<file path="src/rtl/stim_pkg.sv">
// Shared encodings and the LFSR tap table for the stimulus sweep generator.
package stim_pkg;

  // Sweep modes as sampled on an accepted start.
  localparam logic [1:0] MODE_EXH   = 2'd0;
  localparam logic [1:0] MODE_WALK1 = 2'd1;
  localparam logic [1:0] MODE_LFSR  = 2'd2;
  localparam logic [1:0] MODE_BAD   = 2'd3;

  // Sweep controller states.
  localparam logic [1:0] ST_IDLE   = 2'd0;
  localparam logic [1:0] ST_RUN    = 2'd1;
  localparam logic [1:0] ST_FINISH = 2'd2;

  // Single tap bit for a 1-based register position.
  function automatic logic [31:0] tap_bit(input int unsigned pos);
    return 32'(32'd1 << (pos - 1));
  endfunction

  // Maximal-length Fibonacci tap mask for a register of w bits (2..32).
  function automatic logic [31:0] lfsr_taps(input int unsigned w);
    case (w)
      2:       return tap_bit(2)  | tap_bit(1);
      3:       return tap_bit(3)  | tap_bit(2);
      4:       return tap_bit(4)  | tap_bit(3);
      5:       return tap_bit(5)  | tap_bit(3);
      6:       return tap_bit(6)  | tap_bit(5);
      7:       return tap_bit(7)  | tap_bit(6);
      8:       return tap_bit(8)  | tap_bit(6)  | tap_bit(5) | tap_bit(4);
      9:       return tap_bit(9)  | tap_bit(5);
      10:      return tap_bit(10) | tap_bit(7);
      11:      return tap_bit(11) | tap_bit(9);
      12:      return tap_bit(12) | tap_bit(6)  | tap_bit(4) | tap_bit(1);
      13:      return tap_bit(13) | tap_bit(4)  | tap_bit(3) | tap_bit(1);
      14:      return tap_bit(14) | tap_bit(5)  | tap_bit(3) | tap_bit(1);
      15:      return tap_bit(15) | tap_bit(14);
      16:      return tap_bit(16) | tap_bit(15) | tap_bit(13) | tap_bit(4);
      17:      return tap_bit(17) | tap_bit(14);
      18:      return tap_bit(18) | tap_bit(11);
      19:      return tap_bit(19) | tap_bit(6)  | tap_bit(2) | tap_bit(1);
      20:      return tap_bit(20) | tap_bit(17);
      21:      return tap_bit(21) | tap_bit(19);
      22:      return tap_bit(22) | tap_bit(21);
      23:      return tap_bit(23) | tap_bit(18);
      24:      return tap_bit(24) | tap_bit(23) | tap_bit(22) | tap_bit(17);
      25:      return tap_bit(25) | tap_bit(22);
      26:      return tap_bit(26) | tap_bit(6)  | tap_bit(2) | tap_bit(1);
      27:      return tap_bit(27) | tap_bit(5)  | tap_bit(2) | tap_bit(1);
      28:      return tap_bit(28) | tap_bit(25);
      29:      return tap_bit(29) | tap_bit(27);
      30:      return tap_bit(30) | tap_bit(6)  | tap_bit(4) | tap_bit(1);
      31:      return tap_bit(31) | tap_bit(28);
      32:      return tap_bit(32) | tap_bit(22) | tap_bit(2) | tap_bit(1);
      default: return 32'd0;
    endcase
  endfunction

endpackage

</file>
<file path="src/rtl/stim_lfsr.sv">
// Fibonacci LFSR: load seeds the register with 1, advance steps it once.
module stim_lfsr
  import stim_pkg::*;
#(
  parameter int unsigned WIDTH = 10
) (
  input  logic             clk,
  input  logic             rst,
  input  logic             load,
  input  logic             advance,
  output logic [WIDTH-1:0] state
);

  localparam logic [WIDTH-1:0] TAPS = WIDTH'(lfsr_taps(WIDTH));

  logic fb_c;

  // Feedback is the parity of the tapped bits.
  assign fb_c = ^(state & TAPS);

  // Shift register; load wins over advance so a new sweep always starts at the seed.
  always_ff @(posedge clk) begin
    if (rst)          state <= '0;
    else if (load)    state <= WIDTH'(1);
    else if (advance) state <= {state[WIDTH-2:0], fb_c};
  end

endmodule

</file>
<file path="src/rtl/stim_sweep_gen.sv">
// Stimulus sweep generator: exhaustive, walking-one or LFSR vector sweeps with a
// minimum hold time per vector and a ready/valid handshake toward the consumer.
module stim_sweep_gen
  import stim_pkg::*;
#(
  parameter int unsigned WIDTH = 10,
  parameter int unsigned HOLD  = 1
) (
  input  logic             clk,
  input  logic             rst,
  input  logic             start,
  input  logic [1:0]       mode,
  input  logic             abort,
  input  logic             vec_ready,
  output logic [WIDTH-1:0] vec_out,
  output logic             vec_valid,
  output logic [WIDTH:0]   vec_idx,
  output logic             busy,
  output logic             done,
  output logic             err
);

  localparam int unsigned IW     = WIDTH + 1;
  localparam int unsigned HOLD_W = (HOLD > 1) ? $clog2(HOLD) : 1;
  localparam logic [HOLD_W-1:0] HOLD_MAX  = HOLD_W'(HOLD - 1);
  localparam logic [IW-1:0]     LAST_EXH  = {1'b0, {WIDTH{1'b1}}};
  localparam logic [IW-1:0]     LAST_WALK = IW'(WIDTH - 1);
  localparam logic [IW-1:0]     LAST_LFSR = LAST_EXH - IW'(1);

  // Reject unsupported configurations at elaboration.
  if (WIDTH < 2 || WIDTH > 32 || HOLD < 1) begin : g_bad_param
    $error("stim_sweep_gen: WIDTH must be 2..32 and HOLD at least 1");
  end

  logic [1:0]        state_q, state_d;
  logic [1:0]        mode_q, mode_d;
  logic [WIDTH-1:0]  vec_q, vec_d;
  logic              valid_d;
  logic [IW-1:0]     idx_d;
  logic [HOLD_W-1:0] hold_cnt, hold_d;
  logic              busy_d, done_d, err_d;
  logic              lfsr_load, lfsr_adv;
  logic [WIDTH-1:0]  lfsr_state;
  logic              is_last_c;

  stim_lfsr #(.WIDTH(WIDTH)) u_lfsr (
    .clk     (clk),
    .rst     (rst),
    .load    (lfsr_load),
    .advance (lfsr_adv),
    .state   (lfsr_state)
  );

  // In LFSR mode the LFSR register itself carries the current vector.
  assign vec_out = (mode_q == MODE_LFSR) ? lfsr_state : vec_q;

  // Terminal vector is recognised by index, so counters never need to wrap.
  always_comb begin
    is_last_c = 1'b0;
    case (mode_q)
      MODE_EXH:   is_last_c = (vec_idx == LAST_EXH);
      MODE_WALK1: is_last_c = (vec_idx == LAST_WALK);
      MODE_LFSR:  is_last_c = (vec_idx == LAST_LFSR);
      default:    is_last_c = 1'b1;
    endcase
  end

  // Next-state and registered-output logic.
  always_comb begin
    state_d   = state_q;
    mode_d    = mode_q;
    vec_d     = vec_q;
    valid_d   = vec_valid;
    idx_d     = vec_idx;
    hold_d    = hold_cnt;
    done_d    = 1'b0;
    err_d     = err;
    lfsr_load = 1'b0;
    lfsr_adv  = 1'b0;

    case (state_q)
      ST_IDLE: begin
        valid_d = 1'b0;
        if (start) begin
          mode_d = mode;
          idx_d  = '0;
          hold_d = '0;
          err_d  = 1'b0;
          if (mode == MODE_BAD) begin
            err_d   = 1'b1;
            done_d  = 1'b1;
            state_d = ST_FINISH;
          end else begin
            valid_d   = 1'b1;
            state_d   = ST_RUN;
            vec_d     = (mode == MODE_EXH) ? '0 : WIDTH'(1);
            lfsr_load = (mode == MODE_LFSR);
          end
        end
      end

      ST_RUN: begin
        if (abort) begin
          valid_d = 1'b0;
          hold_d  = '0;
          state_d = ST_IDLE;
        end else if (vec_valid && vec_ready && hold_cnt == HOLD_MAX) begin
          hold_d = '0;
          if (is_last_c) begin
            valid_d = 1'b0;
            done_d  = 1'b1;
            state_d = ST_FINISH;
          end else begin
            idx_d = vec_idx + IW'(1);
            case (mode_q)
              MODE_EXH:   vec_d = vec_q + WIDTH'(1);
              MODE_WALK1: vec_d = {vec_q[WIDTH-2:0], 1'b0};
              default:    lfsr_adv = 1'b1;
            endcase
          end
        end else if (hold_cnt != HOLD_MAX) begin
          hold_d = hold_cnt + HOLD_W'(1);
        end
      end

      ST_FINISH: begin
        valid_d = 1'b0;
        state_d = ST_IDLE;
      end

      default: begin
        valid_d = 1'b0;
        state_d = ST_IDLE;
      end
    endcase

    busy_d = (state_d != ST_IDLE);
  end

  // State and output registers; reset overrides everything.
  always_ff @(posedge clk) begin
    if (rst) begin
      state_q   <= ST_IDLE;
      mode_q    <= MODE_EXH;
      vec_q     <= '0;
      vec_valid <= 1'b0;
      vec_idx   <= '0;
      hold_cnt  <= '0;
      busy      <= 1'b0;
      done      <= 1'b0;
      err       <= 1'b0;
    end else begin
      state_q   <= state_d;
      mode_q    <= mode_d;
      vec_q     <= vec_d;
      vec_valid <= valid_d;
      vec_idx   <= idx_d;
      hold_cnt  <= hold_d;
      busy      <= busy_d;
      done      <= done_d;
      err       <= err_d;
    end
  end

endmodule
</file>
<file path="config.mk">
export PLATFORM = sky130hd
export DESIGN_NAME = stim_sweep_gen
export DESIGN_NICKNAME = d
export VERILOG_FILES = /design/src/rtl/stim_pkg.sv /design/src/rtl/stim_lfsr.sv /design/src/rtl/stim_sweep_gen.sv
export SDC_FILE = /design/constraint.sdc
export NUM_CORES = 1
export LEC_CHECK = 0
export CAP_MARGIN = 15
export CORE_ASPECT_RATIO = 1.2
export CORE_MARGIN = 2
export CORE_UTILIZATION = 55
export DETAILED_ROUTE_END_ITERATION = 6
export DONT_BUFFER_PORTS = 1
export PLACE_DENSITY_LB_ADDON = 0.3
export SLEW_MARGIN = 5
export SYNTH_ARGS = -nofsm -noshare
export SYNTH_HDL_FRONTEND = slang
export SYNTH_SLANG_ARGS = --single-unit
export TNS_END_PERCENT = 1
</file>
<file path="constraint.sdc">
create_clock -name clk -period 3.35 [get_ports clk]
set_input_delay 0.335 -clock clk [delete_from_list [all_inputs] [get_ports clk]]
set_output_delay 0.335 -clock clk [all_outputs]
set_load 0.05 [all_outputs]
</file>
## Word level (Yosys, flattened, before mapping)

Index checks and enable logic that the tools add are counted.

- Bits in registers: 40
- Output and inout bits: 25
- Logic and storage cells: 95

- Add/subtract/negate cells: 3
- Equal/unequal tests: 16
- Muxes and demuxes: 48
- Bitwise gates (word level): 1
- Reductions and logical operators: 16

Operators by type and width:

| kind | number |
|---|---|
| $mux W10 | 6 |
| $mux W11 | 4 |
| $pmux W10 S2 | 2 |
| $mux W1 | 25 |
| $eq A11 B10 Y1 const B | 2 |
| $pmux W11 S2 | 1 |
| $add A11 B1 Y11 const B | 1 |
| $eq A11 B4 Y1 const B | 1 |
| $add A10 B1 Y10 const B | 1 |
| $mux W2 | 5 |
| $ne A2 B2 Y1 const B | 5 |
| $reduce_xor A10 Y1 | 1 |
| $reduce_and A7 Y1 | 1 |
| $eq A2 B2 Y1 const B | 3 |
| $logic_not A2 Y1 | 3 |
| $ne A3 B3 Y1 const B | 2 |
| $pmux W1 S2 | 3 |
| $reduce_and A2 Y1 | 3 |
| $reduce_bool A2 Y1 | 3 |
| $reduce_and A5 Y1 | 1 |
| $eq A2 B1 Y1 const B | 2 |
| $pmux W2 S2 | 1 |
| $reduce_or A2 Y1 | 2 |
| $ne A3 B1 Y1 const B | 1 |
| other kinds (4) | 5 |

## Logic depth before layout (Yosys ltp)

- Word-level depth: 9
- Gate-level depth with buffers: 8
- Gate-level depth less buffers: 6

## Hierarchy

A second synthesis with hierarchy kept.

- Cell total of the unflattened synthesis: 258
- Area, all modules: 2,174.6 µm²

Modules (own cells, without submodules):

| module | instances | cells an instance | area each (µm²) | sequential area each (µm²) |
|---|---|---|---|---|
| stim_sweep_gen | 1 | 223 | 1,793.0 | 580.6 |
| stim_lfsr | 1 | 35 | 381.6 | 200.2 |

## Worst setup path before layout

No wires, ideal clock.

- Path kind: reg-to-reg
- Start point: register vec_idx[5]
- End point: register vec_q[5]
- Data arrival time: 2,227 ps
- Required time: 3,264 ps
- Slack: 1,037 ps
- Stages on the path, launching flop included: 8
- Buffers on the path: 1
- Period minus slack after synthesis: 2,313 ps
- Path through: dfxtp_1 > and3_1 > nand4_1 > a2111oi_4 > o31a_4 > buf_6 > nor2_1 > a211oi_1

- Longest elaborated chain between the ends: 4
- Elaborated cells on any way between the ends: 6
- Classes of those cells: 4 x eq/ne; 1 x mux; 1 x reduce/logical

RTL lines:

| element | line | text |
|---|---|---|
| start, declared | stim_sweep_gen.sv:17 | `output logic [WIDTH:0] vec_idx,` |
| start signal, assigned | stim_sweep_gen.sv:157 | `vec_idx <= idx_d;` |
| $eq A11 B10 Y1 (tied with other cells) | stim_sweep_gen.sv:63 | `MODE_LFSR: is_last_c = (vec_idx == LAST_LFSR);` |
| $pmux W1 S3 * | stim_sweep_gen.sv:60 | `case (mode_q)` |
| $ne A2 B2 Y1 (no line) * | -- |  |
| $reduce_and A7 Y1 (no line) * | -- |  |
| end signal, assigned | stim_sweep_gen.sv:155 | `vec_q <= vec_d;` |
| end, declared | stim_sweep_gen.sv:37 | `logic [WIDTH-1:0] vec_q, vec_d;` |

Mark *: on every way between the ends. The rest lies on a longest branch, timed or not.
A chain may end at the register's enable or synchronous reset.

## Worst setup path in the final report

- Start point: register vec_idx[6]
- End point: register vec_q[7]

Same word-level chain as after synthesis.

==> results.txt <==
The die footprint came out at 0.00443 mm^2. Data arrives at the worst endpoint at 2800 ps. The final count of pins violating max slew came out at 0. The endpoint kind of the worst setup timing path was a flip-flop. Summed over all instances, the cell type with the most area after synthesis is dfxtp_1. In the routed layout, each cell is associated on average with a via count of 5.99.

Kind of critical path: flip-flop to flip-flop. The pre-antenna-repair detailed-routing pass consisted of 4 iterations. The total power density per cell area is 394 mW/mm^2, and the overall die height is 72.5 um.

After synthesis, the most frequently instantiated cells are dfxtp_1, a21oi_1, nor2_1. The clock net in this run drives a total of 39 sinks. In this run the tightest slew margin relative to its limit is 34.1%.

After clock tree synthesis, the clock-pin slew on the worst setup and hold paths is 80 ps. The synthesized design contains 0 enable-type register cells. The number of different library cells used by synthesis comes to 44. After detailed routing, the average wire length per cell comes to 15.7 um. The number of nets handed over by synthesis was 266.

CTS built an H-tree with a depth of 2. The initial antenna violation count was 0; the latest clock arrival within the worst-skew pair was 290 ps. STA classifies the critical path startpoint as a flip-flop.

The critical path goes through and3_1 > nand4_1 > a2111oi_4 > o31a_4 > nor2_1 > a211oi_1. The tightest hold path in the finished design has a slack of 100 ps. The count of nets left with antenna violations once routing finished came out at 0. The top cell type's share of synthesized area works out to 36.3%. Grouping stages by cell kind, the critical path spends the most delay in compound AO/OA/AOI/OAI gates. The post-synthesis adder-cell area fraction was 1.16%. The global-route wire length before repair came out at 7950 um. Setup violations remaining at the end of the flow were counted as 0.

Based on the critical path, the design can be clocked at up to 386 MHz. The number of buffers added by the clock tree synthesis step is 5. For this run, the slowest stage of the critical path takes 710 ps.

Summing the sequential cell areas from Yosys gives 36.3% of the chip area. The logs give 0 for the number of synthesis warnings and 32 for the number of top-level pins. For the finished layout, the period the worst path requires is 2590 ps. The synthesized netlist devotes 19.8% of its cell area to compound gates. After clock tree synthesis, the flow added hold-fix buffers numbering 0.

Setup repair after global routing left no endpoint under its margin. The cell with the biggest individual delay on the critical path is dfxtp_1. Once the clock tree was built, the resizer swapped 0 gates to a different size. Count of final hold-check violations: 0. The violation count after the first detailed-routing iteration is 96. After synthesis the netlist holds a flip-flop and latch count of 39.

By instance count, the leading cell after synthesis is dfxtp_1. The number of antenna diodes came out at 0. The final net count was 266; the share of final-layout standard cells stronger than drive strength 1 was 7.36%. After detailed routing, the number of remaining DRC violations is 0. The tools report the final worst clock skew as 4.99 ps.

The required time reported for the critical path endpoint is 3560 ps. The cell count after synthesis came out at 257. The horizontal die dimension is 61.1 um. For this configuration, the core starts out at a cell density of 58.3%.

Max-capacitance violation count: 0. Summed over all cells, the static leakage comes to 0.757 nW. In the synthesized netlist, mux cells make up 12.9% of the area. TritonCTS built the clock tree. Summing all non-filler instances in the final layout gives an area of 0.00229 mm^2. The clock passes through at most 2 buffers. The number of rows in the core area is 24, and the synthesis-to-layout area growth is 6.40%. After synthesis, the largest family of logic cells by area is simple AND/OR/NAND/NOR gates. The run finished with clean final reports. In this run, placement finished with an instance count of 302. Maximum number of pins on one net before global-route repair: 25.

Type of the worst min-delay path: input port to flip-flop. The xor/xnor share of the synthesized area works out to 2.03%. Counting flops with an async set or reset pin after synthesis yields a share of 0%.

The global placer's final weighted congestion is 0.863. The placed instances occupy a cell area of 0.00220 mm^2. The overflow left after global routing is 0, and the overall fraction of global-route tracks in use is 24.1%. The buffers plus inverters on the worst setup path is 0.

The mapped netlist covers 0.00215 mm^2. Detailed-route via count: 1,858. The transition time of the tightest slew-check pin was 984 ps.

By area the synthesized netlist is led by dfxtp_1, a21oi_1, mux2_1. The tools report the total detailed-routing wirelength as 4850 um. The cell sitting at the root of the clock tree is a clkbuf_8. In the synthesized netlist the dominant register cell turns out to be dfxtp_1. The final critical path takes up 77.3% of the cycle. The run gives 0 as the number of post-CTS setup repair buffers.

The mean area per synthesized cell works out to 8.37 um^2. Of all nets on the critical path, the largest fanout is 24. After Yosys synthesis, and, or, nand and nor cells account for 24.4% of the synthesized area. The filler cell count came out at 328. VDD sags by at most 0.367 mV. The placeable core region was 0.00369 mm^2; the number of standard cells in the layout, taps in and fillers out was 310. The number of buffers added on ports was 0; the setup TNS after final layout was 0 ps. The number of global-route vias before repair is 1,725, and the half-perimeter wire length of the detailed placement result is 3440 um.
path summary, 6_finish.rpt:
check | from | end | slack (ps) | cells past startpoint
worst min-delay path | rst | done$_SDFF_PP0_ | 100 | 1
worst min register to register | mode_q[1]$_SDFFE_PP0P_ | mode_q[1]$_SDFFE_PP0P_ | 500 | 2
worst max register to register | vec_idx[6]$_SDFFE_PP0P_ | vec_q[7]$_SDFFE_PP0P_ | 760 | 6
worst max-delay path | vec_idx[6]$_SDFFE_PP0P_ | vec_q[7]$_SDFFE_PP0P_ | 760 | 6
placed cells by master, fill, tap and decap left out, types with 6 or more instances in the layout:
| master | count |
|---|---|
| dfxtp_1 | 39 |
| o21ai_0 | 11 |
| nand2b_1 | 10 |
| mux2i_1 | 12 |
| mux2_1 | 11 |
| o31ai_1 | 7 |
| nor2_1 | 26 |
| a21oi_1 | 28 |
| nand2_1 | 23 |
| buf_4 | 7 |
| nand3_1 | 13 |
| o21ai_1 | 6 |
per-layer routing:
layer	track usage (%)	vias to the layer above	share of wire (%)
li1	-	934	-
met1	32.4	860	45
met2	35.6	52	47
met3	6.95	12	5.8
met4	10.1	0	2.2
met5	0	-	0
worst register-to-register path: stages, from the launching register on:
cell	delay, ps
dfxtp_1	710
and3_1	330
nand4_1	170
a2111oi_4	560
o31a_4	350
nor2_1	170
a211oi_1	230
through the flow:
stage	utilization, %	power [mW]	setup WS [ps]
floorplan	-	0.587	1040
global placement	59.7	0.602	843
detailed placement	59.7	0.605	778
CTS	62.0	0.911	762
global route	62.0	0.945	536
finish	62.0	0.903	759
final cells by class:
class	count	area (um^2)	share of cell area [%]
multi-input combinational	203	1300	56.9
sequential	39	781	34.1
clock buffer	6	72.6	3.17
tap	52	65.1	2.84
timing repair buffer	7	52.6	2.30
clock inverter	2	12.5	0.546
inverter	1	3.75	0.164
kinds of logic after synthesis:
logic type / after synthesis
DFF: 39
adders and majority gates: 2
AOI/OAI and AO/OA: 67
buffers and inverters: 15
xor gates and xnor gates: 5
muxes: 25
and+or+nand+nor: 104
power by group:
| group | switching, mW | leakage [nW] | internal (mW) | total (mW) |
|---|---|---|---|---|
| logic | 0.0731 | 0.400 | 0.0338 | 0.107 |
| clock network | 0.162 | 0.0412 | 0.145 | 0.307 |
| registers | 0.0157 | 0.316 | 0.473 | 0.488 |
| total | 0.251 | 0.757 | 0.652 | 0.903 |
flip-flops by register name (all words and copies together) (netlist names):
signal / flops
u_lfsr.state: 10
vec_valid: 1
vec_q: 10
busy: 1
vec_idx: 11
done: 1
err: 1
state_q: 2
mode_q: 2
Power figures use the tool's default switching activity.
